**config.mk**
```make
export PLATFORM = sky130hd
export DESIGN_NAME = tick_bcd_display
export DESIGN_NICKNAME = d
export VERILOG_FILES = /design/src/rtl/tick_bcd_display.sv
export SDC_FILE = /design/constraint.sdc
export NUM_CORES = 1
export LEC_CHECK = 0
export ABC_AREA = 1
export CAP_MARGIN = 20
export CORE_UTILIZATION = 40
export CTS_CLUSTER_SIZE = 16
export DETAILED_ROUTE_END_ITERATION = 8
export SYNTH_ARGS = -nofsm -noshare
export SYNTH_HDL_FRONTEND = slang
export SYNTH_SLANG_ARGS = --single-unit
```
**constraint.sdc**
```tcl
create_clock -name clk_in -period 1.5 [get_ports clk_in]
set_input_delay 0.225 -clock clk_in [delete_from_list [all_inputs] [get_ports clk_in]]
set_output_delay 0.225 -clock clk_in [all_outputs]
set_load 0.01 [all_outputs]
```
**src/rtl/tick_bcd_display.sv**
```systemverilog
// Counts rising edges of a slow tick into a 4-digit BCD value and scans it
// onto a common-anode seven-segment display with optional leading-zero blanking.
module tick_bcd_display #(
  parameter int          SCAN_W   = 16,
  parameter int unsigned SCAN_DIV = 50000,
  parameter bit          BLANK    = 1'b1
) (
  input  logic        clk_in,
  input  logic        rst,
  input  logic        tick_in,
  input  logic        run,
  input  logic        clear,
  output logic [15:0] count_bcd,
  output logic        wrap,
  output logic [3:0]  an,
  output logic [7:0]  seg
);

  localparam logic [SCAN_W-1:0] SCAN_LAST = SCAN_W'(SCAN_DIV - 1);

  logic              tick_q;
  logic [15:0]       count_q, count_d;
  logic              wrap_q, wrap_d;
  logic [SCAN_W-1:0] scan_q, scan_d;
  logic [1:0]        idx_q, idx_d;
  logic [3:0]        an_q, an_d;
  logic [7:0]        seg_q, seg_d;
  logic              tick_rise;
  logic [3:0]        digit;
  logic              blank_digit;

  function automatic logic [15:0] bcd_inc(input logic [15:0] v);
    logic [15:0] r;
    logic        c;
    r = v;
    c = 1'b1;
    for (int k = 0; k < 4; k++) begin
      if (c) begin
        if (r[4*k +: 4] == 4'd9) begin
          r[4*k +: 4] = 4'd0;
        end else begin
          r[4*k +: 4] = r[4*k +: 4] + 4'd1;
          c = 1'b0;
        end
      end
    end
    return r;
  endfunction

  // Active-low segment patterns, dp held off.
  function automatic logic [7:0] seg_decode(input logic [3:0] d);
    logic [7:0] s;
    case (d)
      4'd0:    s = 8'hC0;
      4'd1:    s = 8'hF9;
      4'd2:    s = 8'hA4;
      4'd3:    s = 8'hB0;
      4'd4:    s = 8'h99;
      4'd5:    s = 8'h92;
      4'd6:    s = 8'h82;
      4'd7:    s = 8'hF8;
      4'd8:    s = 8'h80;
      4'd9:    s = 8'h90;
      default: s = 8'hFF;
    endcase
    return s;
  endfunction

  assign tick_rise = tick_in & ~tick_q;

  always_comb begin
    count_d = count_q;
    wrap_d  = 1'b0;
    if (clear) begin
      count_d = 16'h0000;
    end else if (run && tick_rise) begin
      count_d = bcd_inc(count_q);
      wrap_d  = (count_q == 16'h9999);
    end
  end

  always_comb begin
    scan_d = scan_q + 1'b1;
    idx_d  = idx_q;
    if (scan_q == SCAN_LAST) begin
      scan_d = '0;
      idx_d  = idx_q + 2'd1;
    end
  end

  // A higher digit is blanked only when it and everything above it is zero.
  always_comb begin
    digit       = 4'd0;
    blank_digit = 1'b0;
    case (idx_q)
      2'd0: digit = count_q[3:0];
      2'd1: begin
        digit       = count_q[7:4];
        blank_digit = (count_q[15:4] == 12'h000);
      end
      2'd2: begin
        digit       = count_q[11:8];
        blank_digit = (count_q[15:8] == 8'h00);
      end
      default: begin
        digit       = count_q[15:12];
        blank_digit = (count_q[15:12] == 4'h0);
      end
    endcase
    an_d  = ~(4'b0001 << idx_q);
    seg_d = (BLANK && blank_digit) ? 8'hFF : seg_decode(digit);
  end

  always_ff @(posedge clk_in or negedge rst) begin
    if (!rst) begin
      tick_q  <= 1'b0;
      count_q <= 16'h0000;
      wrap_q  <= 1'b0;
      scan_q  <= '0;
      idx_q   <= 2'd0;
      an_q    <= 4'hF;
      seg_q   <= 8'hFF;
    end else begin
      tick_q  <= tick_in;
      count_q <= count_d;
      wrap_q  <= wrap_d;
      scan_q  <= scan_d;
      idx_q   <= idx_d;
      an_q    <= an_d;
      seg_q   <= seg_d;
    end
  end

  assign count_bcd = count_q;
  assign wrap      = wrap_q;
  assign an        = an_q;
  assign seg       = seg_q;

endmodule

```
### Word level (Yosys, flattened, before mapping)

Memory sizes are Yosys's and may differ from the RTL's.
Index checks and enable logic that the tools add are counted.

| operators by class | value |
|---|---|
| shifts and indexed selects | 1 |
| add/sub/neg operators | 6 |
| reduce and logical (&&, ||, !) cells | 12 |
| equality and inequality tests | 8 |
| bitwise gates (word level) | 3 |
| mux-type cells | 26 |

Operator list:

| kind | number |
|---|---|
| 16-bit two-way mux | 3 |
| 16-bit equality test, second input constant | 2 |
| 4-bit two-way mux | 7 |
| 16-bit by 1-bit adder with 16-bit output, second input constant | 1 |
| 4-bit by 1-bit adder with 4-bit output, second input constant | 4 |
| 4-bit equality test, second input constant | 4 |
| 1-bit two-way mux | 13 |
| 12-bit zero test | 1 |
| 4-bit one-hot mux with 3 select lines | 1 |
| 8-bit zero test | 1 |
| 8-bit two-way mux | 1 |
| 2-bit nonzero test | 4 |
| 2-bit AND reduction | 3 |
| 4-bit zero test | 1 |
| 4-bit inverter | 1 |
| 1-bit by 2-bit left shift with 4-bit output, first input constant | 1 |
| 1-bit one-hot mux with 3 select lines | 1 |
| 2-bit by 1-bit adder with 2-bit output, second input constant | 1 |
| 2-bit by 1-bit equality test with 1-bit output, second input constant | 1 |
| 2-bit equality test, second input constant | 1 |
| 2-bit zero test | 1 |
| 1-bit bitwise AND | 1 |
| 1-bit logical AND | 1 |
| 1-bit inverter | 1 |

| storage, ports and cells | value |
|---|---|
| memory bits (read-only) | 112 |
| input bits | 5 |
| output and inout port bits | 29 |
| memories kept | 1 |
| bits in registers | 48 |
| logic and storage cells | 67 |

Memories:

| name | depth | width | rd ports | clocked after memory_dff | write ports | RTL line | RTL |
|---|---|---|---|---|---|---|---|
| (no name shown) | 16 | 7 | 1 | 0 | 0 | 53 | `case (d)` |

### Depth between registers and ports, before layout

| depth | value |
|---|---|
| depth in word-level cells | 14 |
| depth in mapped cells | 12 |
| gate-level depth less buffers | 12 |

### Least setup slack after synthesis

Ideal clock, no wire load.

| path | value |
|---|---|
| path type | register -> register |
| start point | reg idx_q[0] |
| end point | reg seg_q[3] (netlist: seg[3]) |
| data required time | 1.423 ns |
| clock period less this slack | 1.678 ns |
| data arrival time | 1.601 ns |
| buffers on the path | 0 |
| cell stages (with the launch flop) | 12 |
| path slack | -0.178 ns |
| cell sequence | dfrtp_1 inv_1 ha_1 nand2_1 nand2_1 o21ai_2 inv_1 ha_1 nand2_1 nand2_1 nand2_1 nand2_1 |

| on the way | value |
|---|---|
| word-level cells in the longest chain between the ends | 4 |

Ends and longest elaborated chain:

| what | RTL line | RTL |
|---|---|---|
| from (decl) | 25 | `logic [1:0] idx_q, idx_d;` |
| from (signal assigned) | 128 | `idx_q <= idx_d;` |
| 2-bit equality test (tied with other cells) | 95 | `case (idx_q)` |
| 4-bit one-hot mux with 3 select lines | 95 |  |
| memory 16 x 7 bit | -- |  |
| 8-bit two-way mux (*) | 111 | `seg_d = (BLANK && blank_digit) ? 8'hFF : seg_decode(digit);` |
| net seg_d[3] | 27 | `logic [7:0] seg_q, seg_d;` |
| to (signal assigned) | 130 | `seg_q <= seg_d;` |
| to (decl) | 27 |  |

Mark *: on every way through the listed nets, which the timed path passes. The rest lies on a longest branch.
A chain may end at the register's enable or synchronous reset.

### Worst setup path in the final report

| path | value |
|---|---|
| start point | reg count_q[15] (netlist: count_bcd[15]) |
| end point | out count_bcd[15] |

RTL lines:

| what | RTL line | RTL |
|---|---|---|
| from (decl) | 22 | `logic [15:0] count_q, count_d;` |
| from (signal assigned) | 125 | `count_q <= count_d;` |
| to (decl) | 13 | `output logic [15:0] count_bcd,` |

No word-level cell between the ends.

==> reports/metrics.yaml <==
worstSkewPairLatency_ns: 0.30
critical_path_buf_inv_count: 1
setup_viol: 8
p_seq_share_pct: 45.4
wl_per_cell_um: 12.45
layout.nets: 463
cp_num_cells: 1
avgSynthCellArea_um2: 7.629
critPathMaxStageDelay_ns: 0.59
synth_nets: 366
rows: 29
maxCapViolations: 0
syn-cell-area_mm2: 0.002663
ys_ff_latch: 47
power_switching_mw: 0.9707
place_area_mm2: 0.003332
synth.area.top_cells: "dfrtp_1 34%, nand2_1 15%, dfstp_2 11%, inv_1 6.8%, ha_1 5.6%"
violations: "negative setup slack"
grt_max_degree: 26
areaGrowthSynthToFinish_pct: 43.61
ant_nets: 0
yosys.area.top_type: "dfrtp_1"
via_count: 2511
drc: 0
p_clk_share_pct: 24.7
initial_core_util_pct: 41.69
r2r_slack_ns: -0.10
worstReg2RegStart: "idx_q[0]"
yosysTopAreaCellShare_pct: 33.83
synth_warnings: 0
critPathRequiredTime_ns: 1.27
p_sw_share_pct: 30.13
hold_viol: 0
min_period_over_period_pct: 108.0
crit_slowest_cell: "clkdlybuf4s50_1"
portBuffers: 32
crit_end: "count_bcd[15]"
r2r_cells: 11
finalClockSkew_ns: 0.01048
holdPathStages: 1
fmax_mhz: 617.6
ys_seq_area_share_pct: 44.69
fin_crit_ns: 1.619
dr.first_iter.drc_count: 112
worst_slack_ns: -0.1193
crit_family: "buffers and inverters"
avgViaCountPerCell: 4.792
slew_violations: 0
synth_cell_types: 32
netlist_instances: 349
cts_buffer_depth: 2
cts_buffers: 5
worstPathCellList: "clkdlybuf4s50_1"
worstPathArrival_ns: 1.39
die_h_um: 83.59
first_global_vias: 2561
final_cell_mix: "81 x nand2_1, 56 x buf_4, 41 x inv_1"
p_int_mw: 2.251
diodes: 0
die_w_um: 83.59
cp_max_fo: 6
gp_congestion: 0.8470
setup.worst_path.class: "reg -> out"
cts_tree: "built"
status: "finished with violations"
wl_um: 6526
ir_worst_vdd_v: 0.0006004
grt_usage_pct: 19.74
combinationalPowerShare_pct: 30.0
clock_sinks: 47
num_io_pins: 34
die_area_mm2: 0.006986
grt_pass1_wl_um: 11210
drive_gt1_share_pct: 33.78
antenna_found_initial: 0
worstSetupStartpointType: "flip-flop"
first_pass_iters: 4
critPathCaptureType: "output pin"
final_common_cell: "nand2_1"
clkTransAtPathRegs_ns: 0.08
core_area_mm2: 0.006386
p_leak_nw: 2.004
h-tree-depth: 2
powerDensity_mw_per_mm2: 842.6
crit_start: "count_bcd[15]"
hold_path.class: "in -> reg"
rr_endpoint: "seg[3]"
rsz0062_at_grt: "yes"
grt_overflow: 0
design_area_mm2: 0.003824
dp_hpwl_um: 4621
power.total_mw: 3.222
cts_root_buf: "clkbuf_8"
## cell type report
class | instances | area [µm²]
repair buffers | 93 | 773.2
clock buffers | 7 | 86.33
fillers | 588 | 2562
multi-input cells | 247 | 1454
well taps | 77 | 96.34
clock inverters | 1 | 5.005
inverters | 52 | 207.7
flip-flops and latches | 47 | 1201
## power by group through the flow
stage	combinational (mW)	clock, mW	sequential, mW
6_report	0.965	0.795	1.46
5_1_grt	1.07	0.873	1.47
4_1_cts	0.913	0.826	1.46
3_5_place_dp	0.784	0	1.52
3_3_place_gp	0.774	0	1.52
2_1_floorplan	0.307	0	1.57
## synthesized netlist by cell type (all sizes together)
master  number
nand2      109
inv         52
nor2        39
dfrtp       36
nand3       28
o21ai       15
nor3        13
ha          12
dfstp       11
a21oi        8
xor2         7
nand4        6
buf          3
o22ai        2
and3         1
conb         1
nor4         1
o211ai       1
o21a         1
o21bai       1
or2          1
xnor2        1
## layer usage
metal	global-route usage (%)	share of wire, %
met1	24.05	44
met3	4.352	4.3
met5	0	0
met2	34.52	50
met4	6.471	1.3
## cells by family after synthesis
kind of cell | after synthesis | synth area share [%]
compound gates | 28 | 6.438
xor+xnor | 8 | 2.632
fa+ha+maj | 12 | 5.639
buf+inv | 55 | 8.176
flops | 47 | 44.69
other cells | 1 | 0.1408
simple gates | 198 | 32.28
## registers in the layout, summed over array words and instances (netlist names)
| signal | flops |
|---|---|
| count_bcd | 16 |
| scan_q | 16 |
| seg | 7 |
| an | 4 |
| idx_q | 2 |
| tick_q | 1 |
| wrap | 1 |
## worst min path at each step
stage | start | end | slack, ns
global route | tick_in | tick_q | 0.38
CTS | tick_in | tick_q | 0.39
global placement | rst | scan_q[11] | 0.22
finish | tick_in | tick_q | 0.39
floorplan | rst | count_bcd[0] | -0.07
detailed placement | rst | scan_q[11] | 0.23
## metrics by stage
step                cells  hold WS, ns  worst slack (ns)  TNS (ns)  util, %
CTS                   518       0.3859          -0.09325   -0.5874    57.31
global placement      491       0.2239          -0.09648   -0.9743    52.17
floorplan             349     -0.07059           -0.1298   -0.5084        -
detailed placement    491       0.2316           -0.1737    -1.621    52.17
finish                524       0.3917           -0.1193   -0.6094    59.87
global route          524       0.3816           -0.2162    -1.473    59.87
## repair_timing
action,4_1_cts,5_1_grt
gates cloned,0,0
hold endpoints to repair,36,0
gates resized for setup,46,43
pin swaps,12,27
setup buffers,18,6
hold buffers,1,0
endpoints found under the setup margin,34,34
Note: power is estimated with default switching activity, not from simulation.
